`config.mk`:
```
export PLATFORM = sky130hd
export DESIGN_NAME = alu_core
export DESIGN_NICKNAME = d
export VERILOG_FILES = /design/src/rtl/alu_core.sv
export SDC_FILE = /design/constraint.sdc
export NUM_CORES = 1
export LEC_CHECK = 0
export BUFFER_PORTS_ARGS = -buffer_cell sky130_fd_sc_hd__buf_2
export CAP_MARGIN = 15
export CORE_MARGIN = 3
export CORE_UTILIZATION = 52
export DETAILED_ROUTE_END_ITERATION = 8
export HOLD_SLACK_MARGIN = 0.1
export PLACE_DENSITY = 0.66
export SLEW_MARGIN = 20
export SYNTH_ARGS = -nofsm -noshare
export SYNTH_HDL_FRONTEND = slang
export SYNTH_SLANG_ARGS = --single-unit
```
`constraint.sdc`:
```
create_clock -name clk -period 9.5 [get_ports clk]
set_clock_uncertainty 0.2 [all_clocks]
set_input_delay 1.425 -clock clk [delete_from_list [all_inputs] [get_ports clk]]
set_output_delay 1.425 -clock clk [all_outputs]
set_load 0.02 [all_outputs]
```
`src/rtl/alu_core.sv`:
```
// alu_core: registered ALU with a split-operand wait timer and a 3-cycle multiply pipeline.
// Defining ALU_RES_VALID_EN adds a res_valid pulse output.
module alu_core #(
  parameter int unsigned DATA_WIDTH   = 8,
  parameter int unsigned CMD_WIDTH    = 4,
  parameter int unsigned WAIT_CYCLES  = 16,
  parameter int unsigned RESULT_WIDTH = 2 * DATA_WIDTH
) (
  input  logic                    clk,
  input  logic                    rst,
  input  logic                    ce,
  input  logic [DATA_WIDTH-1:0]   opa,
  input  logic [DATA_WIDTH-1:0]   opb,
  input  logic                    mode,
  input  logic [1:0]              inp_valid,
  input  logic [CMD_WIDTH-1:0]    cmd,
  input  logic                    cin,
  output logic [RESULT_WIDTH-1:0] res,
  output logic                    cout,
  output logic                    oflow,
  output logic                    g,
  output logic                    l,
  output logic                    e,
  output logic                    err
`ifdef ALU_RES_VALID_EN
  ,
  output logic                    res_valid
`endif
);

  localparam int unsigned W    = DATA_WIDTH;
  localparam int unsigned W1   = DATA_WIDTH + 1;
  localparam int unsigned SHW  = $clog2(DATA_WIDTH);
  localparam int unsigned CNTW = $clog2(WAIT_CYCLES + 1);

  localparam logic [CMD_WIDTH-1:0] ArAdd    = CMD_WIDTH'(0);
  localparam logic [CMD_WIDTH-1:0] ArSub    = CMD_WIDTH'(1);
  localparam logic [CMD_WIDTH-1:0] ArAddCin = CMD_WIDTH'(2);
  localparam logic [CMD_WIDTH-1:0] ArSubCin = CMD_WIDTH'(3);
  localparam logic [CMD_WIDTH-1:0] ArIncA   = CMD_WIDTH'(4);
  localparam logic [CMD_WIDTH-1:0] ArDecA   = CMD_WIDTH'(5);
  localparam logic [CMD_WIDTH-1:0] ArIncB   = CMD_WIDTH'(6);
  localparam logic [CMD_WIDTH-1:0] ArDecB   = CMD_WIDTH'(7);
  localparam logic [CMD_WIDTH-1:0] ArCmp    = CMD_WIDTH'(8);
  localparam logic [CMD_WIDTH-1:0] ArAddMul = CMD_WIDTH'(9);
  localparam logic [CMD_WIDTH-1:0] ArShMul  = CMD_WIDTH'(10);

  localparam logic [CMD_WIDTH-1:0] LgAnd   = CMD_WIDTH'(0);
  localparam logic [CMD_WIDTH-1:0] LgNand  = CMD_WIDTH'(1);
  localparam logic [CMD_WIDTH-1:0] LgOr    = CMD_WIDTH'(2);
  localparam logic [CMD_WIDTH-1:0] LgNor   = CMD_WIDTH'(3);
  localparam logic [CMD_WIDTH-1:0] LgXor   = CMD_WIDTH'(4);
  localparam logic [CMD_WIDTH-1:0] LgXnor  = CMD_WIDTH'(5);
  localparam logic [CMD_WIDTH-1:0] LgNotA  = CMD_WIDTH'(6);
  localparam logic [CMD_WIDTH-1:0] LgNotB  = CMD_WIDTH'(7);
  localparam logic [CMD_WIDTH-1:0] LgShr1A = CMD_WIDTH'(8);
  localparam logic [CMD_WIDTH-1:0] LgShl1A = CMD_WIDTH'(9);
  localparam logic [CMD_WIDTH-1:0] LgShr1B = CMD_WIDTH'(10);
  localparam logic [CMD_WIDTH-1:0] LgShl1B = CMD_WIDTH'(11);
  localparam logic [CMD_WIDTH-1:0] LgRolAB = CMD_WIDTH'(12);
  localparam logic [CMD_WIDTH-1:0] LgRorAB = CMD_WIDTH'(13);

  typedef enum logic [1:0] {StIdle, StWait, StMul1, StMul2} state_e;

  typedef struct packed {
    logic [RESULT_WIDTH-1:0] res;
    logic                    cout;
    logic                    oflow;
    logic                    g;
    logic                    l;
    logic                    e;
    logic                    err;
  } out_t;

  function automatic logic f_a_only(logic m, logic [CMD_WIDTH-1:0] c);
    return m ? (c == ArIncA || c == ArDecA) : (c == LgNotA || c == LgShr1A || c == LgShl1A);
  endfunction

  function automatic logic f_b_only(logic m, logic [CMD_WIDTH-1:0] c);
    return m ? (c == ArIncB || c == ArDecB) : (c == LgNotB || c == LgShr1B || c == LgShl1B);
  endfunction

  function automatic logic f_is_mul(logic m, logic [CMD_WIDTH-1:0] c);
    return m && (c == ArAddMul || c == ArShMul);
  endfunction

  function automatic logic f_cmd_ok(logic m, logic [CMD_WIDTH-1:0] c);
    return m ? (c <= ArShMul) : (c <= LgRorAB);
  endfunction

  state_e                  state_q, state_d;
  logic [CNTW-1:0]         cnt_q, cnt_d;
  logic [W-1:0]            lat_a_q, lat_a_d, lat_b_q, lat_b_d;
  logic [CMD_WIDTH-1:0]    lat_cmd_q, lat_cmd_d;
  logic                    lat_mode_q, lat_mode_d, lat_has_a_q, lat_has_a_d;
  logic [W-1:0]            mul_a_q, mul_a_d, mul_b_q, mul_b_d;
  logic                    mul_sh_q, mul_sh_d;
  logic [RESULT_WIDTH-1:0] prod_q, prod_d, ma, mb;
  out_t                    out_q, out_d, alu;
  logic                    upd;

  logic [W-1:0]            x_a, x_b, lo;
  logic [CMD_WIDTH-1:0]    x_cmd;
  logic                    x_mode, do_add, do_sub;
  logic [W:0]              sum;
  logic [2*W-1:0]          rot;

  // While waiting, the latched operand/command replace the live ones.
  always_comb begin
    if (state_q == StWait) begin
      x_a    = lat_has_a_q ? lat_a_q : opa;
      x_b    = lat_has_a_q ? opb : lat_b_q;
      x_cmd  = lat_cmd_q;
      x_mode = lat_mode_q;
    end else begin
      x_a    = opa;
      x_b    = opb;
      x_cmd  = cmd;
      x_mode = mode;
    end
  end

  always_comb begin
    alu    = '0;
    lo     = '0;
    sum    = '0;
    rot    = '0;
    do_add = 1'b0;
    do_sub = 1'b0;
    if (x_mode) begin
      case (x_cmd)
        ArAdd:    begin sum = W1'(x_a) + W1'(x_b);              do_add = 1'b1; end
        ArAddCin: begin sum = W1'(x_a) + W1'(x_b) + W1'(cin);   do_add = 1'b1; end
        ArIncA:   begin sum = W1'(x_a) + W1'(1);                do_add = 1'b1; end
        ArIncB:   begin sum = W1'(x_b) + W1'(1);                do_add = 1'b1; end
        ArSub:    begin sum = W1'(x_a) - W1'(x_b);              do_sub = 1'b1; end
        ArSubCin: begin sum = W1'(x_a) - W1'(x_b) - W1'(cin);   do_sub = 1'b1; end
        ArDecA:   begin sum = W1'(x_a) - W1'(1);                do_sub = 1'b1; end
        ArDecB:   begin sum = W1'(x_b) - W1'(1);                do_sub = 1'b1; end
        ArCmp: begin
          alu.g = x_a > x_b;
          alu.l = x_a < x_b;
          alu.e = x_a == x_b;
        end
        ArAddMul, ArShMul: ;
        default: alu.err = 1'b1;
      endcase
      if (do_add || do_sub) lo = sum[W-1:0];
      alu.cout  = do_add & sum[W];
      alu.oflow = do_sub & sum[W];  // wrapped MSB is the borrow
    end else begin
      case (x_cmd)
        LgAnd:   lo = x_a & x_b;
        LgNand:  lo = ~(x_a & x_b);
        LgOr:    lo = x_a | x_b;
        LgNor:   lo = ~(x_a | x_b);
        LgXor:   lo = x_a ^ x_b;
        LgXnor:  lo = ~(x_a ^ x_b);
        LgNotA:  lo = ~x_a;
        LgNotB:  lo = ~x_b;
        LgShr1A: lo = x_a >> 1;
        LgShl1A: lo = x_a << 1;
        LgShr1B: lo = x_b >> 1;
        LgShl1B: lo = x_b << 1;
        LgRolAB: begin
          rot     = {x_a, x_a} << x_b[SHW-1:0];
          lo      = rot[2*W-1:W];
          alu.err = |x_b[W-1:SHW];
        end
        LgRorAB: begin
          rot     = {x_a, x_a} >> x_b[SHW-1:0];
          lo      = rot[W-1:0];
          alu.err = |x_b[W-1:SHW];
        end
        default: alu.err = 1'b1;
      endcase
    end
    alu.res = RESULT_WIDTH'(lo);
  end

  assign ma = RESULT_WIDTH'(mul_a_q);
  assign mb = RESULT_WIDTH'(mul_b_q);

  always_comb begin
    state_d     = state_q;
    cnt_d       = cnt_q;
    lat_a_d     = lat_a_q;
    lat_b_d     = lat_b_q;
    lat_cmd_d   = lat_cmd_q;
    lat_mode_d  = lat_mode_q;
    lat_has_a_d = lat_has_a_q;
    mul_a_d     = mul_a_q;
    mul_b_d     = mul_b_q;
    mul_sh_d    = mul_sh_q;
    prod_d      = prod_q;
    out_d       = out_q;
    upd         = 1'b0;
    unique case (state_q)
      StIdle: begin
        if (inp_valid != 2'b00) begin
          if (!f_cmd_ok(mode, cmd)) begin
            upd       = 1'b1;
            out_d     = '0;
            out_d.err = 1'b1;
          end else if (f_a_only(mode, cmd) ? inp_valid[0] :
                       f_b_only(mode, cmd) ? inp_valid[1] : (&inp_valid)) begin
            if (f_is_mul(mode, cmd)) begin
              mul_a_d  = x_a;
              mul_b_d  = x_b;
              mul_sh_d = (cmd == ArShMul);
              state_d  = StMul1;
            end else begin
              upd   = 1'b1;
              out_d = alu;
            end
          end else if (!f_a_only(mode, cmd) && !f_b_only(mode, cmd)) begin
            lat_a_d     = opa;
            lat_b_d     = opb;
            lat_cmd_d   = cmd;
            lat_mode_d  = mode;
            lat_has_a_d = inp_valid[0];
            cnt_d       = '0;
            state_d     = StWait;
          end
        end
      end
      StWait: begin
        cnt_d = cnt_q + CNTW'(1);
        // Arrival takes priority over a timeout in the same cycle.
        if (lat_has_a_q ? inp_valid[1] : inp_valid[0]) begin
          state_d = StIdle;
          if (cmd != lat_cmd_q || mode != lat_mode_q) begin
            upd       = 1'b1;
            out_d     = '0;
            out_d.err = 1'b1;
          end else if (f_is_mul(lat_mode_q, lat_cmd_q)) begin
            mul_a_d  = x_a;
            mul_b_d  = x_b;
            mul_sh_d = (lat_cmd_q == ArShMul);
            state_d  = StMul1;
          end else begin
            upd   = 1'b1;
            out_d = alu;
          end
        end else if (cnt_d == CNTW'(WAIT_CYCLES)) begin
          upd       = 1'b1;
          out_d     = '0;
          out_d.err = 1'b1;
          state_d   = StIdle;
        end
      end
      StMul1: begin
        prod_d  = mul_sh_q ? (ma << 1) * mb : (ma + RESULT_WIDTH'(1)) * (mb + RESULT_WIDTH'(1));
        state_d = StMul2;
      end
      StMul2: begin
        upd       = 1'b1;
        out_d     = '0;
        out_d.res = prod_q;
        state_d   = StIdle;
      end
    endcase
  end

  always_ff @(posedge clk) begin
    if (rst) begin
      state_q     <= StIdle;
      cnt_q       <= '0;
      lat_a_q     <= '0;
      lat_b_q     <= '0;
      lat_cmd_q   <= '0;
      lat_mode_q  <= 1'b0;
      lat_has_a_q <= 1'b0;
      mul_a_q     <= '0;
      mul_b_q     <= '0;
      mul_sh_q    <= 1'b0;
      prod_q      <= '0;
      out_q       <= '0;
    end else if (ce) begin
      state_q     <= state_d;
      cnt_q       <= cnt_d;
      lat_a_q     <= lat_a_d;
      lat_b_q     <= lat_b_d;
      lat_cmd_q   <= lat_cmd_d;
      lat_mode_q  <= lat_mode_d;
      lat_has_a_q <= lat_has_a_d;
      mul_a_q     <= mul_a_d;
      mul_b_q     <= mul_b_d;
      mul_sh_q    <= mul_sh_d;
      prod_q      <= prod_d;
      out_q       <= out_d;
    end
  end

`ifdef ALU_RES_VALID_EN
  logic res_valid_q;
  always_ff @(posedge clk) begin
    if (rst) begin
      res_valid_q <= 1'b0;
    end else if (ce) begin
      res_valid_q <= upd;
    end
  end
  assign res_valid = res_valid_q;
`else
  logic unused_upd;
  assign unused_upd = upd;
`endif

  assign res   = out_q.res;
  assign cout  = out_q.cout;
  assign oflow = out_q.oflow;
  assign g     = out_q.g;
  assign l     = out_q.l;
  assign e     = out_q.e;
  assign err   = out_q.err;

endmodule

```
== Yosys cells after proc, flatten, opt, wreduce, memory -nomap -nowiden ==
Index checks and enable logic that the tools add are counted.

* Register bits after elaboration: 84
* Input port bits: 27
* Output and inout bits: 22
* Word-level logic and storage cells: 201

* Add/subtract/negate cells: 11
* $mul: 2
* $lt $le $gt $ge: 4
* Eq/ne operators: 45
* Shifts and indexed selects: 2
* Multiplexer cells: 75
* Bitwise logic cells: 11
* Reduce and logical (&&, ||, !) cells: 33

{| class="wikitable"
|+ Operators by type and width
! operator !! number
|-
| 22-bit two-way mux || 8
|-
| 8-bit two-way mux || 20
|-
| 8-bit one-hot mux with 14 select lines || 1
|-
| 9-bit one-hot mux with 8 select lines || 1
|-
| 22-bit one-hot mux with 3 select lines || 1
|-
| 4-bit == test (second input constant) || 12
|-
| 8-bit NOT || 5
|-
| 8-bit by 1-bit adder with 9-bit output (second input constant) || 4
|-
| 4-bit by 3-bit == test with 1-bit output (second input constant) || 8
|-
| 8-bit one-hot mux with 2 select lines || 2
|-
| 5-bit two-way mux || 5
|-
| 1-bit two-way mux || 20
|-
| 2-bit two-way mux || 9
|-
| 6-bit AND reduction || 3
|-
| 8-bit by 1-bit subtractor with 9-bit output (second input constant) || 2
|-
| 9-bit by 9-bit multiplier with 16-bit output || 1
|-
| 16-bit two-way mux || 1
|-
| 16-bit by 3-bit left shift with 16-bit output || 1
|-
| 16-bit by 3-bit >> shifter with 8-bit output || 1
|-
| 8-bit by 8-bit multiplier with 15-bit output || 1
|-
| 2-bit != test (second input constant) || 7
|-
| 3-bit != test (second input constant) || 4
|-
| 12-bit OR reduction || 1
|-
| 11-bit OR reduction || 1
|-
| 43 further kinds || 64
|}

== Logic depth before layout (Yosys ltp) ==
Gate-level depths: netlist of run 1.

* Depth after elaboration: 14
* Depth in mapped cells: 22
* Gate-level depth less buffers: 22

== Worst setup path after synthesis of run 1 ==
OpenSTA, ideal clock, no wires.

* Path type: register -> register
* Start point: reg mul_b_q[2]
* End point: reg prod_q[15]
* Setup time: 0.119 ns
* Arrival: 4.833 ns
* Required time: 9.181 ns
* Setup slack: 4.348 ns
* Stages on the path, launching flop included: 21
* Buffers on the path: 0
* Period minus slack after synthesis: 5.152 ns
* Cells stage by stage: dfxtp_1 and4_1 nand4_1 xor2_1 nor2_1 fa_1 inv_1 fa_1 inv_1 fa_1 inv_1 fa_1 inv_1 ha_1 and2_1 o21ai_0 o21ai_0 o41ai_1 xnor2_1 nor2_1 o221a_2

* Longest elaborated chain between the ends: 3
* Elaborated cells between the ends (all ways): 4
* Those cells by class: add/sub: 1; mul: 2; mux: 1

{| class="wikitable"
|+ Ends and longest elaborated chain
! what !! line !! RTL
|-
| start: declaration || 96 || <nowiki>logic [W-1:0] mul_a_q, mul_a_d, mul_b_q, mul_b_d;</nowiki>
|-
| start signal: assignment || 288 || <nowiki>mul_b_q <= mul_b_d;</nowiki>
|-
| 8-bit by 1-bit adder with 9-bit output || 253 || <nowiki>prod_d = mul_sh_q ? (ma << 1) * mb : (ma + RESULT_WIDTH'(1)) * (mb + RESULT_WIDTH'(1));</nowiki>
|-
| 9-bit by 9-bit multiplier with 16-bit output || 253 ||
|-
| 16-bit two-way mux * || 253 ||
|-
| end signal: assignment || 290 || <nowiki>prod_q <= prod_d;</nowiki>
|-
| end: declaration || 98 || <nowiki>logic [RESULT_WIDTH-1:0] prod_q, prod_d, ma, mb;</nowiki>
|}

Every way passes the cells marked *; elsewhere a longest branch is shown, timed or not.
A chain may end at the register's enable or synchronous reset.

== Worst setup path after layout of run 1 ==
* Start point: reg mul_a_q[0]
* End point: reg prod_q[15]

* Longest elaborated chain between the ends: 3
* Elaborated cells between the ends (all ways): 4
* Those cells by class: add/sub: 1; mul: 2; mux: 1

{| class="wikitable"
|+ Ends and longest elaborated chain
! what !! line !! RTL
|-
| start: declaration || 96 ||
|-
| start signal: assignment || 287 || <nowiki>mul_a_q <= mul_a_d;</nowiki>
|-
| 8-bit by 1-bit adder with 9-bit output || 253 ||
|-
| 9-bit by 9-bit multiplier with 16-bit output || 253 ||
|-
| 16-bit two-way mux * || 253 ||
|}

Marked as above.

==> results of run 1 <==
worst max path at each step:
stage / from / to / depth (start not counted) / slack, ns
floorplan: mul_b_q[2]$_SDFFE_PP0P_ / prod_q[15]$_SDFFE_PP0P_ / 20 / 4.35
CTS: mul_a_q[0]$_SDFFE_PP0P_ / prod_q[15]$_SDFFE_PP0P_ / 18 / 3.18
global placement: mul_a_q[0]$_SDFFE_PP0P_ / prod_q[15]$_SDFFE_PP0P_ / 20 / 3.38
detailed placement: mul_a_q[0]$_SDFFE_PP0P_ / prod_q[15]$_SDFFE_PP0P_ / 18 / 3.19
finish: mul_a_q[0]$_SDFFE_PP0P_ / prod_q[15]$_SDFFE_PP0P_ / 18 / 3.13
global route: mul_a_q[0]$_SDFFE_PP0P_ / prod_q[15]$_SDFFE_PP0P_ / 20 / 2.73
critical path, delay by kind of cell (launching register included):
family                     cells  cell delay [ns]
xor gates and xnor gates       2             0.78
buffers and inverters          2             0.10
adders and majority gates      6             2.83
DFF                            1             0.83
AOI/OAI and AO/OA              5             1.16
and+or+nand+nor                3             0.34
metrics by stage:
step / instance area (sq um) / setup WS [ns]
floorplan: 12500 / 4.35
global placement: 12900 / 3.38
detailed placement: 12900 / 3.19
CTS: 13200 / 3.18
global route: 13200 / 2.73
finish: 13200 / 3.13
state kept, by name, summed over array words and instances (netlist names), 2 cells and up:
| signal | count |
|---|---|
| lat_cmd_q | 4 |
| lat_a_q | 8 |
| mul_b_q | 8 |
| lat_b_q | 8 |
| prod_q | 16 |
| cnt_q | 5 |
| res | 16 |
| mul_a_q | 8 |
| state_q | 2 |
area by class of cell:
class	count	area share (%)
Sequential cell	84	12.8
Timing Repair Buffer	66	2.85
Clock buffer	11	1.77
Tap cell	319	3.03
Clock inverter	5	0.294
Multi-Input combinational cell	1238	74.4
Inverter	172	4.92
logic make-up after synthesis:
kind of cell / Yosys count / synth area share (%)
buffers and inverters: 251 / 7.94
AND/OR/NAND/NOR: 529 / 20.4
AO/OA/AOI/OAI: 305 / 16.2
flip-flops: 84 / 13.5
multiplexers: 126 / 10.8
adder cells (fa/ha/maj): 207 / 26.1
XOR/XNOR: 71 / 5.10
cell usage in the layout, fill, tap and decap left out, types with 9 or more instances in the layout:
cell,netlist,layout
nor2_1,187,186
inv_1,163,163
ha_1,119,119
mux2i_1,107,107
nand2_1,101,101
fa_1,88,88
dfxtp_1,84,84
a21oi_1,76,76
o21ai_0,56,56
buf_2,12,48
nand3_1,46,46
xnor2_1,39,39
and2_1,36,36
nor3_1,32,32
nand2b_1,31,31
xor2_1,31,31
a211oi_1,26,26
o22ai_1,22,22
nor2b_1,21,21
or2_2,19,19
buf_4,0,18
mux2_2,12,12
o211ai_1,12,12
or3_1,11,11
a221oi_1,11,11
a31oi_1,11,11
a21o_1,10,10
nand4_1,9,9
a22oi_1,9,9
clkbuf_16,0,9
metal layers:
layer | wire [um] | track usage, %
met1 | 15800 | 36.9
met2 | 18500 | 51.2
met3 | 1890 | 3.53
met4 | 2160 | 15.6
met5 | 0 | 0
power groups by stage:
stage / sequential, mW / clock, mW / combinational [mW]
after floorplan: 0.385 / 0 / 0.352
after global placement: 0.387 / 0 / 0.486
after detailed placement: 0.387 / 0 / 0.488
after CTS: 0.379 / 0.339 / 0.491
after global routing: 0.381 / 0.351 / 0.543
final: 0.379 / 0.331 / 0.503
==> metrics.md, run 1 <==
| Metric | Value |
|---|---|
| Worst Hold Endpoint | `res[12]$_SDFFE_PP0P_` |
| Vias per cell | `6.06` |
| Worst-path clk slew | `around 0.06 ns` |
| Post-Syn Nets | `1807` |
| Placed cell count | `1879` |
| Critical path type | `register to register` |
| Fmax | `about 160 MHz` |
| Lkg Pwr | `about 6.4 nW` |
| Share of layout cells above drive strength 1 | `under 10%` |
| Starting DRT DRC Count | `between 800 and 900` |
| Cell area after synthesis | `12500 sq um` |
| Clock Sinks | `84` |
| Synth warnings | `0` |
| Final min period | `6.37 ns` |
| Fin cells | `approximately 1900` |
| Final Core Density | `56.0%` |
| Post-synth top cells | `nor2_1 (187), inv_1 (163), ha_1 (119), mux2i_1 (107), nand2_1 (101)` |
| Seq/Total Area, Yosys | `13.5%` |
| Die X-Extent | `approximately 160 um` |
| Final Wtd Congestion | `1.01` |
| # diodes | `0` |
| Number of global-route vias before repair | `between 10000 and 15000` |
| Final wirelength | `38300 um` |
| Switching Share | `between 40% and 50%` |
| Outcome | `finished clean` |
| Largest cells by area after synthesis | `fa_1 (14%), dfxtp_1 (13%), ha_1 (12%)` |
| Hold path start | `res[12]$_SDFFE_PP0P_` |
| Fillcell total | `2250` |
| Slew margin rel. | `32.4%` |
| Critical path required time | `~9.6 ns` |
| Area fraction of the dominant cell type after synthesis | `14.1%` |
| Drt pass-1 iters | `5` |
| WL per Instance | `20.2 um` |
| HP Class | `register to register` |
| Multi-input gate area | `approximately 10000 sq um` |
| Number of remaining DRC errors | `0` |
| Register area | `1680 sq um` |
| Tot Pwr | `1.21 mW` |
| Crit start category | `register` |
| Core ar. | `23500 sq um` |
| Final Cycle Share | `between 60% and 70%` |
| Worst EP arrival | `6.42 ns` |
| Worst vdd ir | `~74 uV` |
| CTS tree | `built` |
| Tot GR Track Use | `29.9%` |
| Clk buf depth | `2` |
| Post-DRT Antenna Nets | `0` |
| Yosys cell types | `80` |
| Total gr overflow | `0` |
| RR Startpoint | `mul_a_q[0]$_SDFFE_PP0P_` |
| Maxcap violations | `0` |
| Cell Pwr Density | `92.1 nW/um^2` |
| CTS buffer count | `9` |
| # IOs | `49` |
| Nets | `1805` |
| CTS resizes | `0` |
| H-tree depth | `3` |
| Slew @ Worst Pin | `around 0.99 ns` |
| Post-synth EDFFs | `0` |
| Cts hold-fix bufs | `0` |
| Clk root buf | `clkbuf_16` |
| Initial core utilization | `53.0%` |
| Synth area leader | `fa_1` |
| Die footprint | `between 20000 and 30000 sq um` |
| Cell with the most instances after synthesis | `nor2_1` |
| Reg power frac | `a little under a third` |
| Post-synthesis register bit count | `between 80 and 90` |
| Postcts setup bufs | `0` |
| Combinational share of power | `between 40% and 50%` |
| Via count | `11500` |
| Min-Delay Path Depth | `2` |
| Hold_ws | `approximately 0.25 ns` |
| Reg2reg path depth | `18` |
| RSZ-0062 raised after global routing | `false` |
| CP peak stage delay | `0.83 ns` |
| First-pass GRT wire length | `62300 um` |
| P_int | `0.721 mW` |
| Ys flop type | `dfxtp_1` |
| Max Slew Vio Count | `0` |
| Post-DP HPWL | `29400 um` |
| Slowest CP cell | `dfxtp_1` |
| Setup violators final | `0` |
| Vert. Die Dim | `161 um` |
| Worst-Skew Late Latency | `approximately 0.35 ns` |
| NetSw | `0.493 mW` |
| Initial antenna violation count | `0` |
| Area Growth Syn to Fin | `5.67%` |
| FF-to-FF setup slack | `around 3.1 ns` |
| Worst-path fanout max | `22` |
| Post-synthesis cell count | `between 1500 and 2000` |
| Async SR Flop Fraction | `0%` |
| Final Hold Viols | `0` |
| Setup TNS | `0 ns` |
| Largest net degree at the start of global routing | `80` |
| Critical path endpoint category | `register` |
| Port Buffer Count | `48` |
| Avg Synthesized Cell Area | `7.93 sq um` |
| Clk pwr share | `27.3%` |
| Row Count | `56` |
| FF-to-FF End | `prod_q[15]$_SDFFE_PP0P_` |
| Worst-path cell chain | `ha_1, nand3_1, xor2_1, nor2_1, fa_1, fa_1, fa_1, inv_1, fa_1, inv_1, ha_1, a21o_1, a31oi_1, o21ai_0, o41ai_1, xnor2_1, nor2_1, o221a_2` |
| Most frequent CP cell | `fa_1` |
(Power assumes the default switching activity.)
==> inputs of run 2 (changes only) <==
==> constraint.sdc (replaced) <==
create_clock -name clk -period 6.6 [get_ports clk]
set_clock_uncertainty 0.2 [all_clocks]
set_input_delay 0.99 -clock clk [delete_from_list [all_inputs] [get_ports clk]]
set_output_delay 0.99 -clock clk [all_outputs]
set_load 0.02 [all_outputs]
==> metrics.md, run 2 (synthesis gave the netlist of run 1 again) <==
| Metric | Value |
|---|---|
| Final Hold Viols | `0` |
| Worst-Skew Late Latency | `0.34 ns` |
| CP peak stage delay | `0.58 ns` |
| Worst EP arrival | `5.93 ns` |
| Most frequent cells in the layout | `nor2_1 (186), inv_1 (163), ha_1 (119), mux2i_1 (107), nand2_1 (101)` |
| WL per Instance | `19.9 um` |
| HP Class | `register to register` |
| Row Count | `56` |
| Slew margin rel. | `a little over a quarter` |
| Setup violators final | `0` |
| CTS buffer count | `9` |
| First-pass GRT wire length | `61000 um` |
| Clk root buf | `clkbuf_16` |
| Crit start category | `register` |
| Tot Pwr | `approximately 1.8 mW` |
| Cell Pwr Density | `135 nW/um^2` |
| Final min period | `5.89 ns` |
| Placed cell count | `1895` |
| Core ar. | `23500 sq um` |
| Most frequent CP cell | `fa_1` |
| Setup TNS | `0 ns` |
| Lkg Pwr | `6.46 nW` |
| Post-DRT Antenna Nets | `0` |
| Largest net degree at the start of global routing | `80` |
| Total gr overflow | `0` |
| Maxcap violations | `0` |
| Area Growth Syn to Fin | `6.95%` |
| # diodes | `0` |
| Die X-Extent | `about 160 um` |
| H-tree depth | `3` |
| Final wirelength | `~38000 um` |
| Min-Delay Path Depth | `2` |
| P_int | `around 1.1 mW` |
| RSZ-0062 raised after global routing | `false` |
| NetSw | `around 0.7 mW` |
| Slew @ Worst Pin | `1.07 ns` |
| Tot GR Track Use | `29.4%` |
| Cts hold-fix bufs | `0` |
| Clk pwr share | `29.7%` |
| Worst-path fanout max | `14` |
| Drt pass-1 iters | `6` |
| Fmax | `about 170 MHz` |
| Worst Hold Endpoint | `res[8]$_SDFFE_PP0P_` |
| Postcts setup bufs | `0` |
| Starting DRT DRC Count | `1000` |
| Reg2reg path depth | `18` |
| Vert. Die Dim | `between 150 and 200 um` |
| Worst-path cell chain | `and4_1, nand4_1, xor2_1, nor2_1, fa_1, fa_1, fa_1, inv_1, fa_1, inv_1, ha_1, a21o_1, a31oi_1, o21ai_0, o41ai_1, xnor2_1, nor2_1, o221a_2` |
| Fin cells | `~1900` |
| Final Wtd Congestion | `1.00` |
| Worst vdd ir | `between 100 and 150 uV` |
| Nets | `1821` |
| Worst-path clk slew | `0.07 ns` |
| CTS resizes | `0` |
| # IOs | `49` |
| Final Cycle Share | `89.3%` |
| Via count | `11400` |
| Max Slew Vio Count | `0` |
| Post-DP HPWL | `29700 um` |
| Initial core utilization | `between 50% and 60%` |
| Share of layout cells above drive strength 1 | `9.68%` |
| Clk buf depth | `2` |
| Hold path start | `res[8]$_SDFFE_PP0P_` |
| Commonest non-fill, non-tap cell in the layout | `nor2_1` |
| Combinational share of power | `40.1%` |
| Die footprint | `25900 sq um` |
| Reg power frac | `30.2%` |
| Switching Share | `a little under 40%` |
| Number of global-route vias before repair | `11400` |
| Clock Sinks | `84` |
| CTS tree | `built` |
| Slowest CP cell | `dfxtp_1` |
| Final Core Density | `56.6%` |
| Number of remaining DRC errors | `0` |
| Critical path required time | `6.64 ns` |
| Critical path endpoint category | `register` |
| Outcome | `finished clean` |
| Critical path type | `register to register` |
| Initial antenna violation count | `0` |
| Delay-heaviest family, CP | `adder cells` |
| Vias per cell | `5.99` |
| Port Buffer Count | `48` |
| CP bufs+invs | `2` |
| RR Startpoint | `mul_b_q[2]$_SDFFE_PP0P_` |
| FF-to-FF End | `prod_q[15]$_SDFFE_PP0P_` |
| FF-to-FF setup slack | `0.71 ns` |
run 2: cell count changes in the layout (fill, tap and decap cells not counted), sizes merged:
cell	previous run	this run
clkinvlp	1	2
buf	66	82
clkinv	6	2
clkbuf	11	12
bufinv	0	1
run 2: final cells by class:
class                           instances  area (sq um)
Fill cell                            2245         10200
Multi-Input combinational cell       1238          9800
Sequential cell                        84          1680
Inverter                              172           648
Timing Repair Buffer                   82           495
Tap cell                              319           399
Clock buffer                           12           267
Clock inverter                          3          45.0
run 2: worst max path at each step:
stage	startpoint	end	cells after the start
3_5_place_dp	mul_b_q[2]$_SDFFE_PP0P_	prod_q[15]$_SDFFE_PP0P_	20
5_1_grt	mul_a_q[0]$_SDFFE_PP0P_	prod_q[15]$_SDFFE_PP0P_	20
3_3_place_gp	mul_b_q[2]$_SDFFE_PP0P_	prod_q[15]$_SDFFE_PP0P_	20
6_report	mul_b_q[2]$_SDFFE_PP0P_	prod_q[15]$_SDFFE_PP0P_	18
2_1_floorplan	mul_b_q[2]$_SDFFE_PP0P_	prod_q[15]$_SDFFE_PP0P_	20
4_1_cts	mul_b_q[2]$_SDFFE_PP0P_	prod_q[15]$_SDFFE_PP0P_	20
run 2: power by group through the flow:
stage / Combinational [mW] / Sequential [mW] / Clock (mW)
6_report: 0.722 / 0.545 / 0.536
5_1_grt: 0.777 / 0.548 / 0.563
4_1_cts: 0.705 / 0.545 / 0.543
3_5_place_dp: 0.703 / 0.556 / 0
3_3_place_gp: 0.698 / 0.556 / 0
2_1_floorplan: 0.507 / 0.554 / 0
run 2: through the flow:
step	setup slack (ns)	cell area, sq um	hold slack, ns
2_1_floorplan	1.45	12500	0.248
3_3_place_gp	0.851	13000	0.241
3_5_place_dp	0.757	13000	0.242
4_1_cts	0.733	13300	0.255
5_1_grt	0.312	13300	0.277
6_report	0.707	13300	0.253
run 2: metal layers:
metal	vias up	share of wire [%]	wire, um	track usage (%)
li1	5456	-	-	-
met2	424	47	17900	49.1
met5	-	0	0	0
met3	127	5.5	2100	3.53
met4	0	6.3	2400	17.1
met1	5436	41	15700	36.7
run 2: tightest hold or removal path, stage by stage, from the launching register on:
cell	delay [ns]
dfxtp_1	0.31
nand2_1	0.05
a21oi_1	0.05
